$ cat src/rtl/riscv_retire_monitor_pkg.sv
// Shared definitions for the retire monitor: RV32I major opcodes,
// halt cause encodings and the monitor state enum.
package riscv_retire_monitor_pkg;

    localparam logic [6:0] OP_LUI    = 7'b0110111;
    localparam logic [6:0] OP_AUIPC  = 7'b0010111;
    localparam logic [6:0] OP_JAL    = 7'b1101111;
    localparam logic [6:0] OP_JALR   = 7'b1100111;
    localparam logic [6:0] OP_BRANCH = 7'b1100011;
    localparam logic [6:0] OP_LOAD   = 7'b0000011;
    localparam logic [6:0] OP_STORE  = 7'b0100011;
    localparam logic [6:0] OP_IMM    = 7'b0010011;
    localparam logic [6:0] OP_OP     = 7'b0110011;
    localparam logic [6:0] OP_FENCE  = 7'b0001111;
    localparam logic [6:0] OP_SYSTEM = 7'b1110011;

    localparam logic [1:0] HC_NONE    = 2'b00;
    localparam logic [1:0] HC_SYSTEM  = 2'b01;
    localparam logic [1:0] HC_ILLEGAL = 2'b10;
    localparam logic [1:0] HC_TIMEOUT = 2'b11;

    typedef enum logic [1:0] {
        ST_RUN,
        ST_DRAIN,
        ST_REPORT,
        ST_HALTED
    } state_t;

endpackage

$ cat src/rtl/riscv_opcode_legal.sv
// Combinational RV32I opcode classifier: legal major opcode, and SYSTEM.
// Shared between the decoder and the retire monitor.
module riscv_opcode_legal
    import riscv_retire_monitor_pkg::*;
(
    input  logic [6:0] opcode,
    output logic       legal,
    output logic       system
);

    always_comb begin
        legal  = 1'b0;
        system = 1'b0;
        case (opcode)
            OP_LUI, OP_AUIPC, OP_JAL, OP_JALR, OP_BRANCH,
            OP_LOAD, OP_STORE, OP_IMM, OP_OP, OP_FENCE: begin
                legal = 1'b1;
            end
            OP_SYSTEM: begin
                legal  = 1'b1;
                system = 1'b1;
            end
            default: legal = 1'b0;
        endcase
    end

endmodule

$ cat src/rtl/riscv_retire_monitor.sv
// Watches the MEM_WB retire stream, detects end of program (SYSTEM, illegal
// opcode or timeout), drains the pipe and hands a halt report to the host.
module riscv_retire_monitor
    import riscv_retire_monitor_pkg::*;
#(
    parameter int PC_WIDTH     = 32,
    parameter int CNT_WIDTH    = 32,
    parameter int DRAIN_CYCLES = 3,
    parameter int MAX_CYCLES   = 200
) (
    input  logic                 clk,
    input  logic                 reset,
    input  logic                 wb_valid,
    input  logic [6:0]           wb_opcode,
    input  logic [PC_WIDTH-1:0]  wb_pc,
    input  logic                 restart,
    output logic                 report_valid,
    input  logic                 report_ready,
    output logic                 halted,
    output logic [1:0]           halt_cause,
    output logic [PC_WIDTH-1:0]  halt_pc,
    output logic [CNT_WIDTH-1:0] retired_count,
    output logic [CNT_WIDTH-1:0] cycle_count
);

    localparam logic [CNT_WIDTH-1:0] CNT_MAX    = '1;
    localparam logic [CNT_WIDTH-1:0] TIMEOUT_AT = CNT_WIDTH'(MAX_CYCLES - 1);
    localparam logic [3:0]           DRAIN_LOAD = 4'(DRAIN_CYCLES - 1);

    state_t               state, state_nx;
    logic [3:0]           drain_cnt, drain_nx;
    logic [CNT_WIDTH-1:0] ret_nx, cyc_nx;
    logic [1:0]           cause_nx, evt_cause;
    logic [PC_WIDTH-1:0]  pc_nx;
    logic                 legal, system, timeout;

    riscv_opcode_legal u_legal (
        .opcode (wb_opcode),
        .legal  (legal),
        .system (system)
    );

    assign timeout = (MAX_CYCLES != 0) && (cycle_count == TIMEOUT_AT);

    // Opcode causes outrank a timeout landing on the same edge
    always_comb begin
        evt_cause = HC_NONE;
        if (wb_valid && system)
            evt_cause = HC_SYSTEM;
        else if (wb_valid && !legal)
            evt_cause = HC_ILLEGAL;
        else if (timeout)
            evt_cause = HC_TIMEOUT;
    end

    always_comb begin
        state_nx = state;
        drain_nx = drain_cnt;
        ret_nx   = retired_count;
        cyc_nx   = cycle_count;
        cause_nx = halt_cause;
        pc_nx    = halt_pc;
        unique case (state)
            ST_RUN: begin
                if (cycle_count != CNT_MAX)
                    cyc_nx = cycle_count + 1'b1;
                if (wb_valid && legal && retired_count != CNT_MAX)
                    ret_nx = retired_count + 1'b1;
                if (evt_cause != HC_NONE) begin
                    cause_nx = evt_cause;
                    pc_nx    = (evt_cause == HC_TIMEOUT) ? '0 : wb_pc;
                    drain_nx = DRAIN_LOAD;
                    state_nx = ST_DRAIN;
                end
            end
            ST_DRAIN: begin
                if (drain_cnt == 4'd0)
                    state_nx = ST_REPORT;
                else
                    drain_nx = drain_cnt - 1'b1;
            end
            ST_REPORT: begin
                if (report_ready)
                    state_nx = ST_HALTED;
            end
            ST_HALTED: begin
                if (restart) begin
                    state_nx = ST_RUN;
                    ret_nx   = '0;
                    cyc_nx   = '0;
                    cause_nx = HC_NONE;
                    pc_nx    = '0;
                end
            end
        endcase
    end

    always_ff @(posedge clk or posedge reset) begin
        if (reset) begin
            state         <= ST_RUN;
            drain_cnt     <= '0;
            retired_count <= '0;
            cycle_count   <= '0;
            halt_cause    <= HC_NONE;
            halt_pc       <= '0;
        end else begin
            state         <= state_nx;
            drain_cnt     <= drain_nx;
            retired_count <= ret_nx;
            cycle_count   <= cyc_nx;
            halt_cause    <= cause_nx;
            halt_pc       <= pc_nx;
        end
    end

    assign report_valid = (state == ST_REPORT);
    assign halted       = (state == ST_REPORT) || (state == ST_HALTED);

endmodule

$ cat config.mk
export PLATFORM = sky130hd
export DESIGN_NAME = riscv_retire_monitor
export DESIGN_NICKNAME = d
export VERILOG_FILES = /design/src/rtl/riscv_retire_monitor_pkg.sv /design/src/rtl/riscv_opcode_legal.sv /design/src/rtl/riscv_retire_monitor.sv
export SDC_FILE = /design/constraint.sdc
export NUM_CORES = 1
export LEC_CHECK = 0
export BUFFER_PORTS_ARGS = -buffer_cell sky130_fd_sc_hd__buf_2
export CAP_MARGIN = 40
export CORE_AREA = 5 5 118 120
export CTS_BUF_LIST = sky130_fd_sc_hd__clkbuf_16
export DETAILED_ROUTE_END_ITERATION = 12
export DIE_AREA = 0 0 123 125
export PLACE_DENSITY = 0.78
export REMOVE_ABC_BUFFERS = 1
export SLEW_MARGIN = 20
export SYNTH_ARGS = -nofsm -noshare
export SYNTH_HDL_FRONTEND = slang
export SYNTH_HIERARCHICAL = 1
export SYNTH_SLANG_ARGS = --single-unit
$ cat constraint.sdc
create_clock -name clk -period 7.01 [get_ports clk]
set_input_delay 1.0515 -clock clk [delete_from_list [all_inputs] [get_ports clk]]
set_output_delay 1.0515 -clock clk [all_outputs]
set_load 0.005 [all_outputs]
# Yosys cells after proc, flatten, opt, wreduce, memory -nomap -nowiden
# Index checks and enable logic that the tools add are counted.
[classes]
addsub = 3
n_reduce_logical = 17
n_eq_ne = 25
n_mux = 23
[op_table]
columns = ["cell", "n"]
rows = [
  ["case mux 32 bit (2 select lines)", 3],
  ["two-way mux 32 bit", 5],
  ["adder 32 x 1 -> 32 bit, second input constant", 2],
  ["inequality test 32 bit, second input constant", 2],
  ["== test 32 x 8 -> 1 bit, second input constant", 1],
  ["== test 7 bit, second input constant", 4],
  ["== test 7 x 6 -> 1 bit, second input constant", 3],
  ["two-way mux 2 bit", 8],
  ["== test 7 x 5 -> 1 bit, second input constant", 2],
  ["inequality test 2 bit, second input constant", 6],
  ["AND reduction 3 bit", 4],
  ["OR reduction 11 bit", 1],
  ["two-way mux 4 bit", 2],
  ["case mux 2 bit (4 select lines)", 1],
  ["case mux 4 bit (2 select lines)", 1],
  ["== test 7 x 2 -> 1 bit, second input constant", 1],
  ["== test 7 x 4 -> 1 bit, second input constant", 1],
  ["== test 2 bit, second input constant", 3],
  ["nonzero test 2 bit", 3],
  ["logical AND 1 bit", 4],
  ["zero test 4 bit", 1],
  ["case mux 2 bit (2 select lines)", 1],
  ["AND reduction 4 bit", 1],
  ["subtractor 4 x 1 -> 4 bit, second input constant", 1],
  ["6 further kinds", 7],
]
[totals]
input_bits = 44
register_bits = 104
elab_cells = 74
output_inout_bits = 100

# Depth between registers and ports, before layout
[depth]
word_depth = 11
mapped_depth = 10
ltp_nobuf = 8

# Modules after synthesis
# The synthesis kept the hierarchy.
[modules_own_cells]
columns = ["module", "cells_per_inst", "area_each_um2", "n_inst", "seq_area_each_um2"]
rows = [
  ["riscv_retire_monitor", 589, 5560.3, 1, 2602.5],
  ["riscv_opcode_legal", 10, 76.3, 1, 0.0],
]

# Worst setup path after synthesis
# OpenSTA, ideal clock, no wires.
[synth_timing]
kind = "input port to flip-flop"
start = "input wb_opcode[4]"
end = "register retired_count[6]"
path_stages = 9
path_buffers = 1
slack_ns = 3.850
arrival_ns = 3.034
setup_time_ns = 0.126
required_time_ns = 6.884
path_cell_list = "and2b_4 -> mux2_4 -> o32ai_2 -> nand3_1 -> a21o_1 -> a41o_2 -> buf_6 -> and2_1 -> a311o_1"
[synth_via]
elab_chain_len = 7
word_cells_on_any_way = 17
classes_between = "eq/ne: 12; mux: 1; reduce/logical: 4"
[synth_rtl]
columns = ["item", "line", "rtl"]
rows = [
  ["from (decl)", "riscv_retire_monitor.sv:14", "input logic [6:0] wb_opcode,"],
  ["== test 7 x 6 -> 1 bit (tied with other cells)", "riscv_opcode_legal.sv:14", "case (opcode)"],
  ["OR reduction 11 bit (no line) *", "--", ""],
  ["two-way mux 1 bit *", "riscv_opcode_legal.sv:14", ""],
  ["via legal", "riscv_retire_monitor.sv:35", "logic legal, system, timeout;"],
  ["logical AND 1 bit * (2 in a row)", "riscv_retire_monitor.sv:67", "if (wb_valid && legal && retired_count != CNT_MAX)"],
  ["inequality test 2 bit (no line) *", "--", ""],
  ["AND reduction 3 bit (no line) *", "--", ""],
  ["to (signal assigned)", "riscv_retire_monitor.sv:109", "retired_count <= ret_nx;"],
  ["to (decl)", "riscv_retire_monitor.sv:22", "output logic [CNT_WIDTH-1:0] retired_count,"],
]
# The timed path passes the listed nets; every way through them passes the cells marked *.
# A chain may end at the register's enable or synchronous reset.

# Worst setup path after layout
[layout_timing]
start = "input wb_opcode[4]"
end = "register retired_count[17]"
# The elaborated chain is that of the path after synthesis.

==> key figures <==
Global routing
  – Vias in the first global route: about 4800
  – Grt peak-use layer: met2
  – Total track usage: 19.43%
  – Overflow after GRT: 0
  – Routing usage on met3: 2.936%
  – Met2 usage: 29.66%
  – M1 GR Usage: approximately 28%
  – Largest net degree at the start of global routing: 47
  – First-pass GRT wire length: 24.47 mm
  – Antenna violations before repair: 0

Detailed routing
  – First drt pass iteration count: 5
  – Remaining DRCs: 0
  – Vias per cell: 5.871
  – Number of nets with antenna violations after routing: 0
  – WL final: roughly 15 mm
  – Vias: 5343
  – WL/cell: 16.61 µm
  – DRT iter0 DRCs: 555

Synth
  – Synth area leader: dfrtp_1
  – Mapped Area: 0.005637 mm²
  – Yosys reg bits: about 100
  – Post-synth top cells: 104 x dfrtp_1, 71 x nand2_1, 49 x nand3_1
  – Synth warn: 6
  – Top-area cell type share of the netlist area: 46.17%
  – Synth area leaders: dfrtp_1 46%, a22o_1 5.4%, nand2_1 4.7%
  – Primary FF master, synth: dfrtp_1
  – Async S/R FF share, synth: 100.0%
  – Syn avg cell area: around 9.4 µm²
  – Sequential fraction of the synthesis area: 46.17%
  – Post-synth EDFFs: 0
  – Syn Inst Count: approximately 600
  – Synth cell types: 58
  – Most frequent cell after synthesis: dfrtp_1

Clock tree
  – CTS root buf: clkbuf_16
  – Post_cts resized: 0
  – Worst-case clock buffer depth: 2
  – Hold Buf Count CTS: 0
  – CTS HTree Levels: 3
  – # Post-CTS Setup Buffers: 0
  – Clk slew on worst S/H paths: 0.08 ns
  – Clock sinks: 104
  – Worst-skew pair later-pin latency: roughly 0.35 ns
  – Cts bufs inserted: 9
  – TritonCTS clock tree: yes

Timing
  – Slew @ Worst Pin: 0.7454 ns
  – Slew Limit Fails: 0
  – Setup Skew: between 0.006 and 0.007 ns
  – Final period util: roughly 52%
  – Endpoints failing hold: 0
  – Tmin final: approximately 3.7 ns
  – Slew margin rel.: 50.31%
  – Final setup vio count: 0
  – Post-route setup TNS: 0 ns
  – RSZ-0062 raised after global routing: no
  – Fmax: 273.0 MHz

Power and ir drop
  – LEAKAGE: around 0.0032 µW
  – Peak supply drop: 221.1 µV
  – Total power: 2637 µW
  – P per Cell Area: 388.6 mW/mm²

Critical path
  – CP bufs+invs: 1
  – CP delay by family, top: compound AO/OA/AOI/OAI gates
  – CP arrival: a little under 4 ns
  – Critical path data required time: 7.30 ns
  – Crit path max-delay cell type: or4_1
  – Crit-path most repeated cell: nand3_1
  – Worst-path fanout max: 46
  – Setup CP Type: in2reg
  – Worst r2r src: state[1]
  – Worst Setup SP: wb_opcode[4]
  – CP cell instances: buf_2, and2b_4, mux2_4, o32ai_2, nand3_1, a21o_1, a41o_2, or4_1, nand3_1
  – Startpoint Class: primary input
  – Setup crit end kind: register
  – Worst path max stage delay: about 0.58 ns

Floorplan
  – Starting density of the core: between 40% and 50%
  – Die Y: 125 µm
  – Site Rows: 42
  – Area of the core: 0.01287 mm²
  – Die area: 0.01538 mm²
  – Die X: about 120 µm
  – Io pins: roughly 140

Place
  – Routability congestion estimate: between 0.8 and 0.9
  – Number of port buffers: 143
  – DP HPWL: ~10 mm

Run
  – MaxCap Viol Count: 0

Hold path
  – Hold Path Class: reg2reg
  – Hold Startpoint: halt_pc[4]

Final layout
  – Storage element area: 0.002603 mm²
  – Area Overhead vs Synth: 20.38%
  – Nets: 782
  – Multi-input logic area: about 0.0028 mm²
  – Layout fillers: approximately 1200
  – Layout cells sized above 1: between 20 and 30%
  – Antenna Cells: 0

Outcome
  – Status: completed
==> placed cells by master (no fill, tap or decap), drive strengths merged, types with 6 or more instances in the layout <==
master,netlist,layout
buf,10,149
dfrtp,104,104
nand2,71,71
nand3,49,49
o21ai,47,47
a22o,35,35
nor2,25,25
a21oi,23,23
nand4,22,22
nor4,18,18
or4,15,15
nor3,15,15
inv,12,15
and3,12,12
nand2b,12,12
mux2i,10,10
nor2b,9,9
clkbuf,20,9
ha,9,9
or3,8,8
o31ai,7,7
and4,6,6
o41ai,6,6
==> logic make-up (layout without fill, tap and decap cells) <==
| group | Yosys count | in the layout | share of synthesized area, % |
|---|---|---|---|
| and+or+nand+nor | 278 | 278 | 26.79 |
| AOI/OAI and AO/OA | 149 | 149 | 18.65 |
| DFF | 104 | 104 | 46.17 |
| buffers and inverters | 43 | 178 | 3.440 |
| muxes | 14 | 14 | 2.641 |
| adders and majority gates | 9 | 9 | 1.998 |
| xor gates and xnor gates | 2 | 2 | 0.3108 |
==> per-layer routing <==
metal / vias up / wire (µm)
met3: 19 / 1066
met2: 211 / 6924
met5: - / 0
met1: 2573 / 6876
met4: 0 / 247
li1: 2540 / -
==> state kept, by name, indices dropped and copies added (netlist names) <==
register       count
state              2
retired_count     32
halt_cause         2
halt_pc           32
drain_cnt          4
cycle_count       32
==> through the flow <==
stage / cell area [µm²] / worst slack [ns] / util [%] / cells / hold slack, ns
finish: 6785 / 3.347 / 52.70 / 910 / 0.5029
detailed placement: 6505 / 3.028 / 50.52 / 894 / 0.4861
global route: 6785 / 3.206 / 52.70 / 910 / 0.5096
floorplan: 5492 / 3.226 / - / 569 / 0.4981
global placement: 6455 / 3.075 / 50.14 / 891 / 0.4829
CTS: 6785 / 3.384 / 52.70 / 910 / 0.5060
==> layout make-up <==
| cell class | count | area share (%) |
|---|---|---|
| clock inverters | 7 | 0.8114 |
| repair buffers | 149 | 11.62 |
| multi-input cells | 452 | 41.90 |
| well taps | 176 | 3.245 |
| flip-flops and latches | 104 | 38.36 |
| inverters | 13 | 0.7560 |
| clock buffers | 9 | 3.319 |
==> worst reg2reg max path, cell delays in order, from the launching register on <==
cell      delay, ns
dfrtp_1        0.39
ha_2           0.53
buf_4          0.45
nand2b_1       0.10
a21o_1         0.30
a41o_2         0.57
or4_1          0.59
nand3_1        0.10
==> path summary, 6_finish.rpt <==
| check | slack, ns | endpoint | depth (start not counted) |
|---|---|---|---|
| setup / recovery | 3.35 | retired_count[17] | 9 |
| hold / removal | 0.50 | halt_pc[4] | 1 |
| setup reg to reg | 3.91 | retired_count[17] | 7 |
| hold reg to reg | 0.50 | halt_pc[4] | 1 |
| max in group asynchronous | 5.28 | retired_count[10] | 4 |
| min in group asynchronous | 0.72 | halt_pc[27] | 2 |
==> where the power goes <==
part,total (µW),internal [µW],switching [µW]
Clock,482,245,237
Combinational,1190,495,697
Sequential,963,761,202
No activity file was read; power rests on OpenSTA's default activity.
